## src/rtl/seq_pkg.sv

```systemverilog
// Shared types and fx opcode constants for the multi-cycle instruction sequencer.
package seq_pkg;

    localparam logic [3:0] FX_ADD   = 4'b0000;
    localparam logic [3:0] FX_SUB   = 4'b0011;
    localparam logic [3:0] FX_AND   = 4'b1000;
    localparam logic [3:0] FX_OR    = 4'b1001;
    localparam logic [3:0] FX_NOT   = 4'b1011;
    localparam logic [3:0] FX_XOR   = 4'b1010;
    localparam logic [3:0] FX_SLL   = 4'b1101;
    localparam logic [3:0] FX_MOV   = 4'b0010;
    localparam logic [3:0] FX_LOAD  = 4'b0100;
    localparam logic [3:0] FX_STORE = 4'b0110;
    localparam logic [3:0] FX_NOP   = 4'b1111;

    typedef enum logic [2:0] {
        ST_IDLE,
        ST_FETCH,
        ST_DECODE,
        ST_EXEC,
        ST_MEM,
        ST_WB
    } seq_state_t;

    typedef enum logic [2:0] {
        CLS_NOP,
        CLS_ALU,
        CLS_LOAD,
        CLS_STORE,
        CLS_ILLEGAL
    } instr_class_t;

endpackage

```

## src/rtl/instr_sequencer_if.sv

```systemverilog
// Instruction- and data-memory handshake bundle between the sequencer and memory.
interface instr_sequencer_if #(
    parameter int AWIDTH = 16,
    parameter int DWIDTH = 32
);
    logic              imem_req;
    logic [AWIDTH-1:0] imem_addr;
    logic              imem_ack;
    logic [DWIDTH-1:0] imem_rdata;
    logic              dmem_req;
    logic              dmem_we;
    logic              dmem_ack;

    modport master (
        output imem_req, imem_addr, dmem_req, dmem_we,
        input  imem_ack, imem_rdata, dmem_ack
    );

    modport slave (
        input  imem_req, imem_addr, dmem_req, dmem_we,
        output imem_ack, imem_rdata, dmem_ack
    );
endinterface

```

## src/rtl/instr_classify.sv

```systemverilog
// Maps the fx field of an instruction onto its execution class.
module instr_classify
    import seq_pkg::*;
(
    input  logic [3:0]   fx,
    output instr_class_t cls
);

    always_comb begin
        cls = CLS_ILLEGAL;
        case (fx)
            FX_ADD, FX_SUB, FX_AND, FX_OR,
            FX_NOT, FX_XOR, FX_SLL, FX_MOV: cls = CLS_ALU;
            FX_LOAD:                        cls = CLS_LOAD;
            FX_STORE:                       cls = CLS_STORE;
            FX_NOP:                         cls = CLS_NOP;
            default:                        cls = CLS_ILLEGAL;
        endcase
    end

endmodule

```

## src/rtl/instr_sequencer.sv

```systemverilog
// Multi-cycle FETCH/DECODE/EXEC/MEM/WB sequencer with pc, retired count and sticky illegal flag.
module instr_sequencer
    import seq_pkg::*;
#(
    parameter int DWIDTH = 32,
    parameter int AWIDTH = 16,
    parameter int CWIDTH = 32
) (
    input  logic                clk,
    input  logic                rst_n,
    input  logic                run,
    instr_sequencer_if.master   mem,
    output logic [DWIDTH-1:0]   ir,
    output logic                alu_en,
    output logic                rf_we,
    output logic [AWIDTH-1:0]   pc,
    output logic [CWIDTH-1:0]   instret,
    output logic                busy,
    output logic                illegal
);

    seq_state_t   state, state_next;
    instr_class_t cls;
    logic         retire;

    // ir is stable from DECODE until retire, so its class can be decoded live
    instr_classify u_classify (
        .fx  (ir[18:15]),
        .cls (cls)
    );

    always_ff @(posedge clk or negedge rst_n) begin
        if (!rst_n) begin
            state   <= ST_IDLE;
            pc      <= '0;
            instret <= '0;
            ir      <= '0;
            illegal <= 1'b0;
        end else begin
            state <= state_next;
            if (state == ST_FETCH && mem.imem_ack)
                ir <= mem.imem_rdata;
            if (state == ST_DECODE && cls == CLS_ILLEGAL)
                illegal <= 1'b1;
            if (retire) begin
                pc      <= pc + AWIDTH'(1);
                instret <= instret + CWIDTH'(1);
            end
        end
    end

    always_comb begin
        state_next = state;
        retire     = 1'b0;
        case (state)
            ST_IDLE:   if (run) state_next = ST_FETCH;
            ST_FETCH:  if (mem.imem_ack) state_next = ST_DECODE;
            ST_DECODE: begin
                if (cls == CLS_NOP || cls == CLS_ILLEGAL) retire = 1'b1;
                else                                      state_next = ST_EXEC;
            end
            ST_EXEC:   state_next = (cls == CLS_ALU) ? ST_WB : ST_MEM;
            ST_MEM: begin
                if (mem.dmem_ack) begin
                    if (cls == CLS_LOAD) state_next = ST_WB;
                    else                 retire = 1'b1;
                end
            end
            ST_WB:     retire = 1'b1;
            default:   state_next = ST_IDLE;
        endcase
        // the stop/continue decision is taken only at an instruction boundary
        if (retire)
            state_next = run ? ST_FETCH : ST_IDLE;
    end

    assign mem.imem_req  = (state == ST_FETCH);
    assign mem.imem_addr = pc;
    assign mem.dmem_req  = (state == ST_MEM);
    assign mem.dmem_we   = (state == ST_MEM) && (cls == CLS_STORE);
    assign alu_en        = (state == ST_EXEC);
    assign rf_we         = (state == ST_WB);
    assign busy          = (state != ST_IDLE);

endmodule

```

## src/flat_wrapper.sv

```systemverilog
// flat-port wrapper written by rule: the top's interface ports become plain ports
module instr_sequencer_flat import seq_pkg::*;
#(
    parameter int DWIDTH = 32,
    parameter int AWIDTH = 16,
    parameter int CWIDTH = 32
)
  (clk, rst_n, run, ir, alu_en, rf_we, pc, instret, busy, illegal, mem_imem_req, mem_imem_addr, mem_dmem_req, mem_dmem_we, mem_imem_ack, mem_imem_rdata, mem_dmem_ack);
  instr_sequencer_if #(.AWIDTH(AWIDTH), .DWIDTH(DWIDTH)) mem_i ();
  input  logic clk;
  input  logic rst_n;
  input  logic run;
  output logic [DWIDTH-1:0] ir;
  output logic alu_en;
  output logic rf_we;
  output logic [AWIDTH-1:0] pc;
  output logic [CWIDTH-1:0] instret;
  output logic busy;
  output logic illegal;
  output wire logic [$bits(mem_i.imem_req)-1:0] mem_imem_req;
  output wire logic [$bits(mem_i.imem_addr)-1:0] mem_imem_addr;
  output wire logic [$bits(mem_i.dmem_req)-1:0] mem_dmem_req;
  output wire logic [$bits(mem_i.dmem_we)-1:0] mem_dmem_we;
  input wire logic [$bits(mem_i.imem_ack)-1:0] mem_imem_ack;
  input wire logic [$bits(mem_i.imem_rdata)-1:0] mem_imem_rdata;
  input wire logic [$bits(mem_i.dmem_ack)-1:0] mem_dmem_ack;
  assign mem_imem_req = mem_i.imem_req;
  assign mem_imem_addr = mem_i.imem_addr;
  assign mem_dmem_req = mem_i.dmem_req;
  assign mem_dmem_we = mem_i.dmem_we;
  assign mem_i.imem_ack = mem_imem_ack;
  assign mem_i.imem_rdata = mem_imem_rdata;
  assign mem_i.dmem_ack = mem_dmem_ack;
  instr_sequencer #(.DWIDTH(DWIDTH), .AWIDTH(AWIDTH), .CWIDTH(CWIDTH)) u_core (.clk(clk), .rst_n(rst_n), .run(run), .mem(mem_i), .ir(ir), .alu_en(alu_en), .rf_we(rf_we), .pc(pc), .instret(instret), .busy(busy), .illegal(illegal));
endmodule
```

## config.mk

```make
export PLATFORM = sky130hd
export DESIGN_NAME = instr_sequencer_flat
export DESIGN_NICKNAME = d
export VERILOG_FILES = /design/src/rtl/seq_pkg.sv /design/src/rtl/instr_sequencer_if.sv /design/src/rtl/instr_classify.sv /design/src/rtl/instr_sequencer.sv /design/src/flat_wrapper.sv
export SDC_FILE = /design/constraint.sdc
export NUM_CORES = 1
export LEC_CHECK = 0
export BUFFER_PORTS_ARGS = -buffer_cell sky130_fd_sc_hd__buf_2
export CAP_MARGIN = 20
export CORE_MARGIN = 4
export CORE_UTILIZATION = 35
export DETAILED_ROUTE_END_ITERATION = 12
export HOLD_SLACK_MARGIN = 0.1
export PLACE_DENSITY = 0.56
export SKIP_CTS_REPAIR_TIMING = 1
export SLEW_MARGIN = 20
export SYNTH_ARGS = -nofsm -noshare
export SYNTH_HDL_FRONTEND = slang
export SYNTH_SLANG_ARGS = --single-unit
```

## constraint.sdc

```tcl
create_clock -name clk -period 2.2 [get_ports clk]
set_input_delay 0.33 -clock clk [delete_from_list [all_inputs] [get_ports clk]]
set_output_delay 0.33 -clock clk [all_outputs]
set_load 0.03 [all_outputs]
```

* Word-level counts from Yosys, hierarchy flattened
Memory sizes are Yosys's and may differ from the RTL's. Index checks and enable logic that the tools add are counted.
Storage, ports and cells: output and inout bits 103, memories 1, word-level logic and storage cells 44, bits in writable memories 0, memory bits (read-only) 48, latch bits 0, flip-flop bits (word level) 84
Cells by class: multiply operators 0, reduce and logical (&&, ||, !) cells 8, shift-type cells 0, equality and inequality tests 15, bitwise logic cells 0, multiplexer cells 13, div/mod/pow operators 0, add/sub/neg operators 2, $lt $le $gt $ge 0
Memories:
- (name not given) | depth 16, width 3, rd ports 1, clocked after Yosys merged registers in 0, write ports 0, line instr_classify.sv:11 | case (fx)
Operators by type and width (count):
- adder 32 x 1 -> 32 bit (second input constant) | 1
- 2-to-1 mux 3 bit | 6
- one-hot mux 3 bit (6 select lines) | 1
- adder 16 x 1 -> 16 bit (second input constant) | 1
- == test 3 x 2 -> 1 bit (second input constant) | 4
- == test 3 bit (second input constant) | 3
- != test 3 x 1 -> 1 bit (second input constant) | 3
- == test 3 x 1 -> 1 bit (second input constant) | 2
- zero test 3 bit | 2
- != test 3 x 2 -> 1 bit (second input constant) | 2
- AND reduction 6 bit | 1
- 2-to-1 mux 1 bit | 5
- logical AND 1 bit | 3
- one-hot mux 1 bit (3 select lines) | 1
- nonzero test 3 bit | 1
- != test 2 x 1 -> 1 bit (second input constant) | 1
- logical OR 1 bit | 1

* Depth between registers and ports, before layout
Gate-level depths: netlist (run 1). An unclocked memory read counts as a cell.
depth in word-level cells 7, depth in mapped cells 8

* Hierarchy
From an unflattened synthesis (run 1), not the netlist that was laid out.
Unflattened totals: cell total of the unflattened synthesis 328, area, all modules 3892.5 µm²
By module, submodules not included:
- instr_sequencer | cells an instance 319, times used 1, area each 3824.9 µm²
- instr_classify | cells an instance 9, times used 1, area each 67.6 µm²

* Least setup slack after synthesis (run 1)
Ideal clock, no wire load.
kind register to register, start register u_core.instret[0], end register u_core.instret[28], setup slack 259 ps, stages on the path, launching flop included 7, arrival 1860 ps, cell sequence dfrtp_1 -> ha_1 -> nand2_1 -> nor4_2 -> nand4_1 -> nor4b_2 -> xor2_1
Between the ends: word-level cells in the longest chain between the ends 1
RTL lines:
- from (decl) | line instr_sequencer.sv:17 | output logic [CWIDTH-1:0] instret,
- from (signal assigned) | line instr_sequencer.sv:47 | instret <= instret + CWIDTH'(1);
- adder 32 x 1 -> 32 bit | line instr_sequencer.sv:47
Every way passes these cells. A chain may end at the register's enable or synchronous reset.

* Worst setup path after layout (run 1)
start register u_core.ir[18], end output mem_dmem_we
Between the ends: word-level cells in the longest chain between the ends 3
RTL lines:
- from (decl) | line instr_sequencer.sv:13 | output logic [DWIDTH-1:0] ir,
- from (signal assigned) | line instr_sequencer.sv:42 | ir <= mem.imem_rdata;
- memory read (16 x 3 bit)
- == test 3 x 2 -> 1 bit | line instr_sequencer.sv:80 | assign mem.dmem_we = (state == ST_MEM) && (cls == CLS_STORE);
- logical AND 1 bit | line instr_sequencer.sv:80
- to (decl) | line flat_wrapper.sv:23 | output wire logic [$bits(mem_i.dmem_we)-1:0] mem_dmem_we;
Every way passes these cells.

==> results of run 1 <==
[metal layers]
metal,up-vias,global-route usage (%)
met5,-,0
met4,0,8.45
met3,19,2.47
met2,81,23.7
met1,1465,19.9
li1,1429,-
[metrics by stage]
stage               hold WS [ps]  utilization, %
floorplan                   34.4               -
detailed placement           357            43.9
CTS                        -8.56            46.5
global placement             350            43.9
global route                 213            46.6
finish                       202            46.6
[layout by cell type, fill, tap and decap left out, types with 3 or more instances in the layout]
master / Yosys / layout
buf_4: 17 / 13
and3_1: 4 / 4
nor4b_2: 6 / 6
nor3b_1: 3 / 3
or2_2: 3 / 3
o21ai_0: 3 / 3
xnor2_1: 13 / 13
clkbuf_16: 0 / 9
mux2_2: 28 / 28
nor2_1: 16 / 16
nor3_2: 10 / 10
nor4_2: 6 / 6
nand2b_1: 3 / 3
nand2_1: 23 / 23
nand3_1: 11 / 11
a21oi_1: 3 / 3
xor2_1: 33 / 33
nand4_1: 17 / 17
clkbuf_1: 3 / 3
dfrtp_1: 84 / 84
nor3_1: 5 / 5
buf_2: 6 / 138
inv_1: 6 / 6
nor4_1: 4 / 4
[tightest hold or removal path, delay by kind of cell]
family,cells,cell delay (ps)
compound gates,1,60
simple gates,1,40
buf+inv,1,70
[cells by family after synthesis]
kind of cell               share of synthesized area, %
adders and majority gates                         0.626
muxes                                              8.80
xor gates and xnor gates                           10.1
AOI/OAI and AO/OA                                  2.82
buffers and inverters                              5.36
and+or+nand+nor                                    19.7
DFF                                                52.6
[flip-flops by register name (all words and copies together), names as in the netlist]
register,cells
u_core.illegal,1
u_core.ir,32
u_core.mem.imem_addr,16
u_core.instret,32
u_core.state,3
[where the power goes]
part           switching (mW)  leakage [nW]  internal (mW)
clock network           0.576         0.140          0.903
registers               0.357          1.03           2.00
logic                    1.95          1.25           1.02
total                    2.89          2.42           3.93
[final cells by class]
class,instances,share of cell area (%)
inverter,6,0.440
clock buffer,13,4.89
timing repair buffer,154,16.4
tap,140,3.43
sequential,84,41.1
multi-input combinational,213,33.1
clock inverter,2,0.685
[path summary, 6_finish.rpt]
kind	start	to	slack, ps	cells after the start
max	u_core.ir[18]	mem_dmem_we	260	4
min	mem_imem_rdata[15]	u_core.ir[15]	200	3
max reg2reg	u_core.ir[16]	u_core.mem.imem_addr[11]	270	6
min reg2reg	u_core.instret[31]	u_core.instret[31]	460	1
max in group asynchronous	rst_n	u_core.mem.imem_addr[9]	1060	3
min in group asynchronous	rst_n	u_core.ir[25]	520	2
[Yosys cell counts, drive strengths merged (6+ instances only)]
master	number
mux2	30
buf	25
nor4	11
nand2	23
inv	6
xor2	33
nor3	15
nand3	11
nor4b	6
nand4	18
nor2	16
xnor2	13
dfrtp	84
==> qor.yml, run 1 <==
slew_viol_final: 0
num_rows: 38
cts_tree: "yes"
relSlewSlack_pct: 63.3
max_stage_delay_ps: 450
setup-violations-final: 0
path_cells: "nor3b_1 > buf_4 > and3_1 > buf_2"
drt_iter0_drc: 135
place_ws_ps: 282
grt_pass1_vias: 3103
n_antenna_cell: 0
synth-seq-cells: 84
clk_pin_slew_ps: 60
fin_crit_sh_pct: 88.1
hpwlAfterDp_um: 7000
crit_buf_inv: 2
start_util_pct: 36.4
cts_made_buffers: 9
syn_area_per_cell_um2: 12.1
antenna_found_initial: 0
crit_fanout: 7
vias_per_cell: 4.89
clk_latency_ps: 340
drive_gt1_share_pct: 47.7
synthFlopType: "dfrtp_1"
status: "finished, final reports clean"
syn_inst: 331
async_flop_share_pct: 100
period_needed_ps: 1940
dp.cells: 596
crit_slowest_cell: "dfrtp_1"
max_freq_mhz: 516
met1Wirelength_um: 4030
die-height_um: 115
grt_pass1_wl_um: 15700
dieArea_mm2: 0.0132
drc: 0
multi_input_area_mm2: 0.00169
synth_area_leaders: "dfrtp_1 53%, mux2_2 7.9%, xor2_1 7.2%"
finalNonFillerCells: 612
skew_ps: 5.39
wl_per_cell_um: 15.3
cts.sinks: 84
dpl_cell_area_mm2: 0.00482
grt_start_max_net_pins: 42
synth-edff-count: 0
port_buffers: 139
peakVddDrop_mv: 0.672
hold_viol: 0
power.leakage_nw: 2.42
wl_met3_um: 399
nets: 507
critical_path_arrival_ps: 1610
syn-num-nets: 370
finalInstanceArea_mm2: 0.00511
dr.max_layer_used: "met4"
ioPinCount: 140
die_width_um: 115
grt_util_all_layers_pct: 15.1
start_kind: "flip-flop"
ant_nets: 0
setup_tns_ps: 0
end_kind: "output pin"
cts-root-buf: "clkbuf_16"
netlist_area_mm2: 0.00400
grt_overflow: 0
wirelength_um: 9380
tightest_slew_ps: 551
regArea_mm2: 0.00210
cap_violations: 0
dr.pass1.iters: 4
place.gp.congestion: 0.783
synthToLayoutAreaGrowth_pct: 28.0
num-fill-cells: 1039
path_class: "flip-flop to output pin"
crit_family: "simple AND/OR/NAND/NOR gates"
wl_met2_um: 4620
ys_warn_count: 0
synth_cell_types: 41
clockBufferDepth: 2
yosysTopAreaCellShare_pct: 52.6
powerDensity_mw_per_mm2: 1330
synth_top_area_cell: "dfrtp_1"
vias: 2994
setup_slack_ps: 262
ys_seq_area_share_pct: 52.6
crit_required_ps: 1870
total_power_mw: 6.81
min_path_type: "input pin to flip-flop"
cts_htree_levels: 3
grt_setup_unrepaired: "no"
core_mm2: 0.0110
(Power assumes the default switching activity.)
==> run 2: changes to the inputs <==
- PLACE_DENSITY: 0.56 -> unset
- PLACE_DENSITY_LB_ADDON: unset -> 0.2
==> qor.yml, run 2 (same netlist as run 1, synthesis figures left out) <==
num_rows: 38  # unchanged
worstHoldStart: "mem_imem_rdata[17]"  # was mem_imem_rdata[15]
worstRegToRegCells: 7  # was 6
rr_endpoint: "u_core.instret[18]"  # was u_core.mem.imem_addr[11]
drive_gt1_share_pct: 47.8  # was 47.7%
grt_overflow: 0  # unchanged
grt_pass1_wl_um: 15300  # was 15700 um
core_mm2: 0.0110  # unchanged
clk_latency_ps: 330  # was 340 ps
cts_tree: "yes"  # unchanged
final_cell_mix: "138 x buf_2, 84 x dfrtp_1, 33 x xor2_1"  # unchanged
cts_htree_levels: 3  # unchanged
cts_made_buffers: 9  # unchanged
hold_viol: 0  # unchanged
start_util_pct: 36.4  # unchanged
dieArea_mm2: 0.0132  # unchanged
clockPowerShare_pct: 21.5  # was 21.7%
place_ws_ps: 109  # was 282 ps
tightest_slew_ps: 533  # was 551 ps
total_power_mw: 6.85  # was 6.81 mW
vias_per_cell: 4.90  # was 4.89
r2r_slack_ps: 260  # was 270 ps
wirelength_um: 9200  # was 9380 um
crit_fanout: 24  # was 7
port_buffers: 139  # unchanged
skew_ps: 9.07  # was 5.39 ps
final_common_cell: "buf_2"  # unchanged
period_needed_ps: 1940  # about the same
dpl_cell_area_mm2: 0.00482  # about the same
clockBufferDepth: 2  # unchanged
grt_setup_unrepaired: "no"  # unchanged
slew_viol_final: 0  # unchanged
setup_tns_ps: 0  # unchanged
die-height_um: 115  # unchanged
nets: 508  # was 507
ioPinCount: 140  # unchanged
vias: 3004  # was 2994
wl_per_cell_um: 15.0  # was 15.3 um
power.net_switching_mw: 2.89  # about the same
drt_iter0_drc: 92  # was 135
antenna_found_initial: 0  # unchanged
fin_crit_sh_pct: 88.3  # was 88.1%
crit_required_ps: 2440  # was 1870 ps
n_antenna_cell: 0  # unchanged
status: "finished, final reports clean"  # unchanged
peakVddDrop_mv: 0.696  # was 0.672 mV
min_path_cells: 3  # unchanged
setup_slack_ps: 258  # was 262 ps
ant_nets: 0  # unchanged
place.gp.congestion: 0.761  # was 0.783
relSlewSlack_pct: 64.5  # was 63.3%
max_freq_mhz: 515  # was 516 MHz
critical_path_arrival_ps: 2190  # was 1610 ps
cts.sinks: 84  # unchanged
cap_violations: 0  # unchanged
p_sw_share_pct: 42.2  # was 42.4%
internal-power_mw: 3.96  # was 3.93 mW
hpwlAfterDp_um: 6820  # was 7000 um
power.leakage_nw: 2.42  # about the same
finalInstanceArea_mm2: 0.00513  # was 0.00511 mm^2
dr.pass1.iters: 4  # unchanged
path_class: "flip-flop to flip-flop"  # was flip-flop to output pin
min_path_type: "input pin to flip-flop"  # unchanged
grt_start_max_net_pins: 46  # was 42
setup-violations-final: 0  # unchanged
grt_util_all_layers_pct: 14.6  # was 15.1%
end_kind: "flip-flop"  # was output pin
grt_pass1_vias: 3052  # was 3103
num-fill-cells: 1079  # was 1039
rr_startpoint: "u_core.state[2]"  # was u_core.ir[16]
cts-root-buf: "clkbuf_16"  # unchanged
hold_ws_ps: 215  # was 202 ps
powerDensity_mw_per_mm2: 1330  # about the same
die_width_um: 115  # unchanged
p_seq_share_pct: 34.8  # was 34.6%
synthToLayoutAreaGrowth_pct: 28.5  # was 28.0%
min_to: "u_core.ir[17]"  # was u_core.ir[15]
clk_pin_slew_ps: 60  # about the same
start_kind: "flip-flop"  # unchanged
comb_power_share_pct: 43.6  # was 43.7%
drc: 0  # unchanged
-- run 2: cell type report --
type                            instances  area (um^2)  share of cell area, %
Multi-Input combinational cell        213         1690                   32.9
Timing Repair Buffer                  155          858                   16.7
Clock inverter                          2         35.0                  0.682
Clock buffer                           13          250                   4.87
Sequential cell                        84         2100                   40.9
Tap cell                              140          175                   3.41
Inverter                                6         22.5                  0.439
-- run 2: how the worst max path moves through the flow --
stage,end,cells past startpoint,from
floorplan,u_core.instret[28],6,u_core.instret[0]
global placement,u_core.instret[29],7,u_core.ir[18]
detailed placement,u_core.instret[18],6,u_core.ir[16]
CTS,u_core.instret[18],6,u_core.ir[16]
global route,u_core.instret[28],5,u_core.instret[3]
finish,u_core.instret[18],7,u_core.state[2]
-- run 2: critical path: stages (launching register included) --
cell and delay, ps:
dfrtp_1 500, nand2b_1 180, a211oi_1 190, buf_4 160, a41oi_4 40, buf_12 210
nor4_1 390, xnor2_1 180
-- run 2: stage by stage --
step	util (%)	std cells
after detailed placement	43.9	595
after global placement	43.9	595
after CTS	46.5	610
after global routing	46.7	613
final	46.7	613
after floorplan	-	331
-- run 2: power groups by stage --
stage	combinational, mW	clock, mW	sequential, mW
after floorplan	1.31	0	3.19
after CTS	3.02	1.53	2.39
after global placement	2.98	0	2.39
after detailed placement	3.01	0	2.41
final	2.99	1.47	2.39
after global routing	3.20	1.59	2.47
-- run 2: per-layer routing --
| metal | wire length, um | track usage [%] | share of wire, % |
|---|---|---|---|
| met1 | 3940 | 19.1 | 43 |
| met2 | 4650 | 24.0 | 51 |
| met3 | 455 | 2.42 | 4.9 |
| met4 | 155 | 5.79 | 1.7 |
| met5 | 0 | 0 | 0 |
